[config.mk]
export PLATFORM = sky130hd
export DESIGN_NAME = fpu_share_arbiter_flat
export DESIGN_NICKNAME = d
export VERILOG_FILES = /design/src/rtl/fpu_share_arbiter_if.sv /design/src/rtl/fpu_share_arbiter.sv /design/src/flat_wrapper.sv
export SDC_FILE = /design/constraint.sdc
export NUM_CORES = 1
export LEC_CHECK = 0
export BUFFER_PORTS_ARGS = -buffer_cell sky130_fd_sc_hd__buf_2
export CORE_AREA = 2 2 193 195
export DETAILED_ROUTE_END_ITERATION = 8
export DIE_AREA = 0 0 195 197
export PLACE_DENSITY = 0.6
export RECOVER_POWER = 50
export SLEW_MARGIN = 25
export SYNTH_ARGS = -nofsm -noshare
export SYNTH_HDL_FRONTEND = slang
export SYNTH_SLANG_ARGS = --single-unit
[constraint.sdc]
create_clock -name clk -period 17.7 [get_ports clk]
set_input_delay 1.77 -clock clk [delete_from_list [all_inputs] [get_ports clk]]
set_output_delay 1.77 -clock clk [all_outputs]
set_load 0.03 [all_outputs]
[src/rtl/fpu_share_arbiter_if.sv]
// fpu_share_arbiter_if
//   Groups the requester-side and operator-side signals of fpu_share_arbiter.
//   Requester side : req_valid/req_ready/req_a/req_b (issue),
//                    resp_valid/resp_ready/resp_data (result return).
//   Operator side  : fu_a/fu_b/fu_t (registered issue), fu_out (result).
//   Wide buses are flattened, requester i at [i*DW +: DW].
//   Modports: slave  = the arbiter itself
//             master = requesters plus the operator (testbench / wrapper)
interface fpu_share_arbiter_if #(
    parameter int NUM_REQ = 4,
    parameter int DW      = 32
);
    logic [NUM_REQ-1:0]    req_valid;
    logic [NUM_REQ-1:0]    req_ready;
    logic [NUM_REQ*DW-1:0] req_a;
    logic [NUM_REQ*DW-1:0] req_b;
    logic [NUM_REQ-1:0]    resp_valid;
    logic [NUM_REQ-1:0]    resp_ready;
    logic [NUM_REQ*DW-1:0] resp_data;
    logic [DW-1:0]         fu_a;
    logic [DW-1:0]         fu_b;
    logic                  fu_t;
    logic [DW-1:0]         fu_out;

    modport slave (
        input  req_valid, req_a, req_b, resp_ready, fu_out,
        output req_ready, resp_valid, resp_data, fu_a, fu_b, fu_t
    );

    modport master (
        output req_valid, req_a, req_b, resp_ready, fu_out,
        input  req_ready, resp_valid, resp_data, fu_a, fu_b, fu_t
    );
endinterface

[src/rtl/fpu_share_arbiter.sv]
// fpu_share_arbiter
//   Shares one fixed-latency pipelined f32 operator among NUM_REQ requesters.
//   Round-robin grant (at most one per cycle), registered issue to the
//   operator, a tag pipeline that follows each op through the operator, and a
//   held per-requester response register with valid/ready.
// Ports:
//   clk, rst   : clock, asynchronous active-high reset
//   bus        : fpu_share_arbiter_if.slave (requester + operator signals)
//   stat_issued, stat_stalled : only when FPU_ARB_STATS_EN is defined;
//                saturating 32-bit grant / stalled-cycle counters.
// Parameters: NUM_REQ (2..16), LATENCY (operator latency, 1..64), DW.
// Optional feature macro: FPU_ARB_STATS_EN
module fpu_share_arbiter #(
    parameter int NUM_REQ = 4,
    parameter int LATENCY = 8,
    parameter int DW      = 32
) (
    input  logic                       clk,
    input  logic                       rst,
    fpu_share_arbiter_if.slave         bus
`ifdef FPU_ARB_STATS_EN
    ,
    output logic [31:0]                stat_issued,
    output logic [31:0]                stat_stalled
`endif
);
    localparam int IDW = (NUM_REQ > 2) ? $clog2(NUM_REQ) : 1;

    logic [NUM_REQ-1:0][DW-1:0] req_a_arr, req_b_arr;
    assign req_a_arr = bus.req_a;
    assign req_b_arr = bus.req_b;

    logic [NUM_REQ-1:0]          busy_q, busy_d;
    logic [IDW-1:0]              rr_q, rr_d;
    logic [DW-1:0]               fu_a_q, fu_a_d, fu_b_q, fu_b_d;
    // Tag stage 0 is registered alongside fu_a/fu_b, so stage LATENCY lines
    // up with fu_out for that op.
    logic [LATENCY:0]            vld_pipe_q, vld_pipe_d;
    logic [LATENCY:0][IDW-1:0]   id_pipe_q, id_pipe_d;
    logic [NUM_REQ-1:0]          resp_valid_q, resp_valid_d;
    logic [NUM_REQ-1:0][DW-1:0]  resp_data_q, resp_data_d;

    logic [NUM_REQ-1:0]          eligible, gnt_oh;
    logic                        gnt_vld;
    logic [IDW-1:0]              gnt_id;

    // Round-robin search starting at the pointer; held off during reset so
    // req_ready reads 0 while rst is asserted.
    always_comb begin
        int idx;
        idx      = 0;
        eligible = bus.req_valid & ~busy_q;
        gnt_vld  = 1'b0;
        gnt_id   = '0;
        gnt_oh   = '0;
        if (!rst) begin
            for (int off = 0; off < NUM_REQ; off++) begin
                idx = int'(rr_q) + off;
                if (idx >= NUM_REQ) idx = idx - NUM_REQ;
                if (!gnt_vld && eligible[idx]) begin
                    gnt_vld = 1'b1;
                    gnt_id  = IDW'(idx);
                end
            end
        end
        if (gnt_vld) gnt_oh[gnt_id] = 1'b1;
    end

    always_comb begin
        rr_d = rr_q;
        if (gnt_vld) rr_d = (int'(gnt_id) == NUM_REQ - 1) ? '0 : gnt_id + 1'b1;

        // The handshake itself clears busy, so the bit reads 0 the cycle after.
        busy_d = (busy_q | gnt_oh) & ~(resp_valid_q & bus.resp_ready);

        fu_a_d = gnt_vld ? req_a_arr[gnt_id] : fu_a_q;
        fu_b_d = gnt_vld ? req_b_arr[gnt_id] : fu_b_q;

        vld_pipe_d = {vld_pipe_q[LATENCY-1:0], gnt_vld};
        id_pipe_d  = {id_pipe_q[LATENCY-1:0], gnt_id};

        // Busy guarantees no capture lands on a still-pending response.
        resp_valid_d = resp_valid_q & ~bus.resp_ready;
        resp_data_d  = resp_data_q;
        if (vld_pipe_q[LATENCY]) begin
            resp_valid_d[id_pipe_q[LATENCY]] = 1'b1;
            resp_data_d[id_pipe_q[LATENCY]]  = bus.fu_out;
        end
    end

    always_ff @(posedge clk or posedge rst) begin
        if (rst) begin
            busy_q       <= '0;
            rr_q         <= '0;
            fu_a_q       <= '0;
            fu_b_q       <= '0;
            vld_pipe_q   <= '0;
            id_pipe_q    <= '0;
            resp_valid_q <= '0;
            resp_data_q  <= '0;
        end else begin
            busy_q       <= busy_d;
            rr_q         <= rr_d;
            fu_a_q       <= fu_a_d;
            fu_b_q       <= fu_b_d;
            vld_pipe_q   <= vld_pipe_d;
            id_pipe_q    <= id_pipe_d;
            resp_valid_q <= resp_valid_d;
            resp_data_q  <= resp_data_d;
        end
    end

    assign bus.req_ready  = gnt_oh;
    assign bus.fu_a       = fu_a_q;
    assign bus.fu_b       = fu_b_q;
    assign bus.fu_t       = vld_pipe_q[0];   // issue pulse is tag stage 0
    assign bus.resp_valid = resp_valid_q;
    assign bus.resp_data  = resp_data_q;

`ifdef FPU_ARB_STATS_EN
    logic [31:0] stat_issued_q, stat_issued_d, stat_stalled_q, stat_stalled_d;

    always_comb begin
        stat_issued_d  = stat_issued_q;
        stat_stalled_d = stat_stalled_q;
        if (gnt_vld && stat_issued_q != 32'hFFFF_FFFF)
            stat_issued_d = stat_issued_q + 32'd1;
        // Stalled: someone eligible was left waiting this cycle.
        if (|(eligible & ~gnt_oh) && !rst && stat_stalled_q != 32'hFFFF_FFFF)
            stat_stalled_d = stat_stalled_q + 32'd1;
    end

    always_ff @(posedge clk or posedge rst) begin
        if (rst) begin
            stat_issued_q  <= '0;
            stat_stalled_q <= '0;
        end else begin
            stat_issued_q  <= stat_issued_d;
            stat_stalled_q <= stat_stalled_d;
        end
    end

    assign stat_issued  = stat_issued_q;
    assign stat_stalled = stat_stalled_q;
`endif
endmodule

[src/flat_wrapper.sv]
// flat-port wrapper written by rule: the top's interface ports become plain ports
module fpu_share_arbiter_flat 
#(
    parameter int NUM_REQ = 4,
    parameter int LATENCY = 8,
    parameter int DW      = 32
)
  (clk, rst, bus_req_valid, bus_req_a, bus_req_b, bus_resp_ready, bus_fu_out, bus_req_ready, bus_resp_valid, bus_resp_data, bus_fu_a, bus_fu_b, bus_fu_t);
  fpu_share_arbiter_if #(.NUM_REQ(NUM_REQ), .DW(DW)) bus_i ();
  input  logic clk;
  input  logic rst;
  input wire logic [$bits(bus_i.req_valid)-1:0] bus_req_valid;
  input wire logic [$bits(bus_i.req_a)-1:0] bus_req_a;
  input wire logic [$bits(bus_i.req_b)-1:0] bus_req_b;
  input wire logic [$bits(bus_i.resp_ready)-1:0] bus_resp_ready;
  input wire logic [$bits(bus_i.fu_out)-1:0] bus_fu_out;
  output wire logic [$bits(bus_i.req_ready)-1:0] bus_req_ready;
  output wire logic [$bits(bus_i.resp_valid)-1:0] bus_resp_valid;
  output wire logic [$bits(bus_i.resp_data)-1:0] bus_resp_data;
  output wire logic [$bits(bus_i.fu_a)-1:0] bus_fu_a;
  output wire logic [$bits(bus_i.fu_b)-1:0] bus_fu_b;
  output wire logic [$bits(bus_i.fu_t)-1:0] bus_fu_t;
  assign bus_i.req_valid = bus_req_valid;
  assign bus_i.req_a = bus_req_a;
  assign bus_i.req_b = bus_req_b;
  assign bus_i.resp_ready = bus_resp_ready;
  assign bus_i.fu_out = bus_fu_out;
  assign bus_req_ready = bus_i.req_ready;
  assign bus_resp_valid = bus_i.resp_valid;
  assign bus_resp_data = bus_i.resp_data;
  assign bus_fu_a = bus_i.fu_a;
  assign bus_fu_b = bus_i.fu_b;
  assign bus_fu_t = bus_i.fu_t;
  fpu_share_arbiter #(.NUM_REQ(NUM_REQ), .LATENCY(LATENCY), .DW(DW)) u_core (.clk(clk), .rst(rst), .bus(bus_i));
endmodule
==> out/metrics.csv <==
metric,value,unit
critPathKind,in2out,
setup_tns,0,ns
h-tree-depth,1,
cts.clk_slew.worst_paths,0.06,ns
synth.net_count,1017,
achievable-frequency,0.108,GHz
worst-endpoint-arrival,7.51,ns
ys_types,35,
worst_r2r_startpoint,u_core.busy_q[3],
min_from,u_core.vld_pipe_q[7],
effective_utilization_at_floorplan,27.4,%
busiest_layer,met2,
critPathLaunch,rst,
die-area,38400,sq um
number_of_setup_violations_in_the_final_report,0,
fp.dieW,195,um
ys_seq_area_share,57.6,%
post-dp-hpwl,23.3,mm
dr_wl_cell,18.6,um
rsz0062_at_grt,false,
worstHoldPathCells,0,
clk-insertion-delay-late,0.52,ns
drt-vias-per-instance,4.63,
final_area,13500,sq um
routabilityCongestion,0.797,
synthesis.instances,715,
buffer_ports.inserted,498,
drv_slew,236,
ioPinCount,499,
cts.root.buffer_cell,clkbuf_16,
groute.usage.overall,15.8,%
cts.sink_count,229,
clock_skew,0.0140,ns
max_slew.worst_pin.slew,4.44,ns
final_critical_period,9.28,ns
routed_wirelength,31.6,mm
timing.hold.ws,0.341,ns
chipHeight,197,um
syn-cell-area,9950,sq um
synth.ff_latch_count,229,
worst_reg2reg_path_length_in_cells,8,
grt_use_met2,27.8,%
postSynthAreaPerCell,13.9,sq um
max_cap_viol_count,4,
yosys.area.top_type,dfrtp_1,
grt_pass1_wl,47.5,mm
post_cts_resize_count,0,
clk_path_buf_depth,3,
final_nets,1505,
dpl_cell_area,12800,sq um
ir_drop,0.0990,mV
min_path_type,reg2reg,
finalPower,2.89,mW
grt_antenna_before_repair,7,
synth.area.top_cells,"dfrtp_1 (58%), mux2_2 (14%), mux2i_1 (13%)",
hold_path_end,u_core.vld_pipe_q[8],
ff2ff_setup_slack,13.01,ns
grt_start_max_net_pins,129,
max_slew_margin,-198,%
pwr_density_cell,214,nW/um^2
ctsHoldBuffers,0,
syn_to_final_growth,35.8,%
detail_route.first_pass.iterations,4,
yosys.area.top_type_share,57.6,%
crit_required,15.93,ns
met1_usage,18.2,%
drc,0,
postRouteAntennaNets,0,
yosysWarningCount,0,
utilization,37.2,%
critical_path_endpoint_category,output port,
core_area,36300,sq um
p_leak,6.52,nW
globalRoute.totalOverflow,0,
tritoncts,done,
reg_to_reg_end,u_core.bus.fu_a[13],
finalHoldViolations,0,
outcome,finished with violations,
post-cts-setup-buffers,0,
total_clock_buffers_created_by_cts,25,
rows,70,
vias,7839,
global_route.usage.met3,5.15,%
post_route_cells_drive_above_1_share,47.1,%
drt-initial-drc-count,218,
violated_checks,"max-capacitance violations, max-slew violations",
grt_pass1_vias,8265,
post-route-period-util,52.4,%
timing.critical_path.fanout_max,101,
startpoint_type,input pin,
## cells by family (layout without fill, tap and decap cells)
| logic type | count (synthesis) | after routing | synth area share [%] |
|---|---|---|---|
| muxes | 256 | 256 | 27.4 |
| buffers and inverters | 54 | 559 | 3.30 |
| other | 0 | 5 | 0 |
| and+or+nand+nor | 92 | 92 | 4.15 |
| adders and majority gates | 4 | 4 | 0.503 |
| AOI/OAI and AO/OA | 80 | 80 | 7.06 |
| DFF | 229 | 229 | 57.6 |
## final cells by class
type                       count  area, sq um
multi-input combinational    432         3920
clock inverter                 9         78.8
fill                        3643        22800
inverter                       8         31.3
clock buffer                  35          723
timing repair buffer         507         2420
tap                          468          586
sequential                   229         5730
antenna                        5         12.5
## worst max-delay path, cell delays in order
cell and delay, ns:
clkbuf_1 0.12, clkinvlp_2 3.28, o221ai_4 0.79, buf_4 0.75, inv_1 0.18, ha_1 0.23
and2_1 0.16, buf_2 0.18
## stage by stage
| step | setup slack [ns] | std cells |
|---|---|---|
| after floorplan | 7.74 | 715 |
| after global placement | 12.12 | 1644 |
| after detailed placement | 12.01 | 1644 |
| after CTS | 12.03 | 1688 |
| after global routing | 7.26 | 1690 |
| final | 8.42 | 1693 |
## registers in the layout, summed over array words and instances (netlist names)
register	count
u_core.bus.resp_data	128
u_core.bus.fu_a	32
u_core.bus.fu_b	32
u_core.id_pipe_d	16
u_core.vld_pipe_q	9
u_core.bus.resp_valid	4
u_core.busy_q	4
u_core.id_pipe_q	2
u_core.rr_q	2
## cells in the mapped netlist, drive strengths merged
library cell	count
a21o	1
o21ai	3
o311ai	1
and2	5
clkbuf	16
o211ai	1
mux2	128
buf	30
dfrtp	229
mux2i	128
inv	8
a21boi	1
nand3	2
o221ai	65
nor3b	1
ha	4
nand2	69
nor2b	2
a2bb2oi	5
nor2	4
nand3b	2
a21oi	2
and3	1
nand2b	5
a31o	1
and4bb	1
## cells in the final DEF, fill, tap and decap left out, drive strengths merged
master,netlist,layout
ha,4,4
buf,30,395
o211ai,1,1
mux2,128,128
nand2,69,69
a21oi,2,2
clkinvlp,0,3
o311ai,1,1
a31o,1,1
a21boi,1,1
and4bb,1,1
nand3,2,2
and3,1,1
and2,5,5
mux2i,128,128
inv,8,8
o221ai,65,65
a2bb2oi,5,5
diode,0,5
nor3b,1,1
dfrtp,229,229
nor2,4,4
nand3b,2,2
bufinv,0,1
o21ai,3,3
clkbuf,16,147
clkinv,0,5
nand2b,5,5
a21o,1,1
nor2b,2,2
## power by group
group	leakage (nW)	switching [mW]	internal (mW)	total (mW)
sequential	2.73	0.138	0.782	0.921
clock	0.394	0.210	0.298	0.508
combinational	3.40	0.949	0.511	1.46
total	6.52	1.30	1.59	2.89
## worst max-delay path by stage
| stage | endpoint | cells past startpoint | slack, ns |
|---|---|---|---|
| floorplan | bus_req_ready[3] | 6 | 7.74 |
| global placement | bus_req_ready[3] | 9 | 12.12 |
| detailed placement | bus_req_ready[3] | 9 | 12.01 |
| CTS | bus_req_ready[3] | 9 | 12.03 |
| global route | bus_req_ready[3] | 8 | 7.26 |
| finish | bus_req_ready[3] | 8 | 8.42 |
## per-layer routing
layer  up-vias  wire length (um)
met4         2               764
met1      3842             12300
met3        46              2820
li1       3612                 -
met5         -                13
met2       337             15700
No activity file was read; power rests on OpenSTA's default activity.
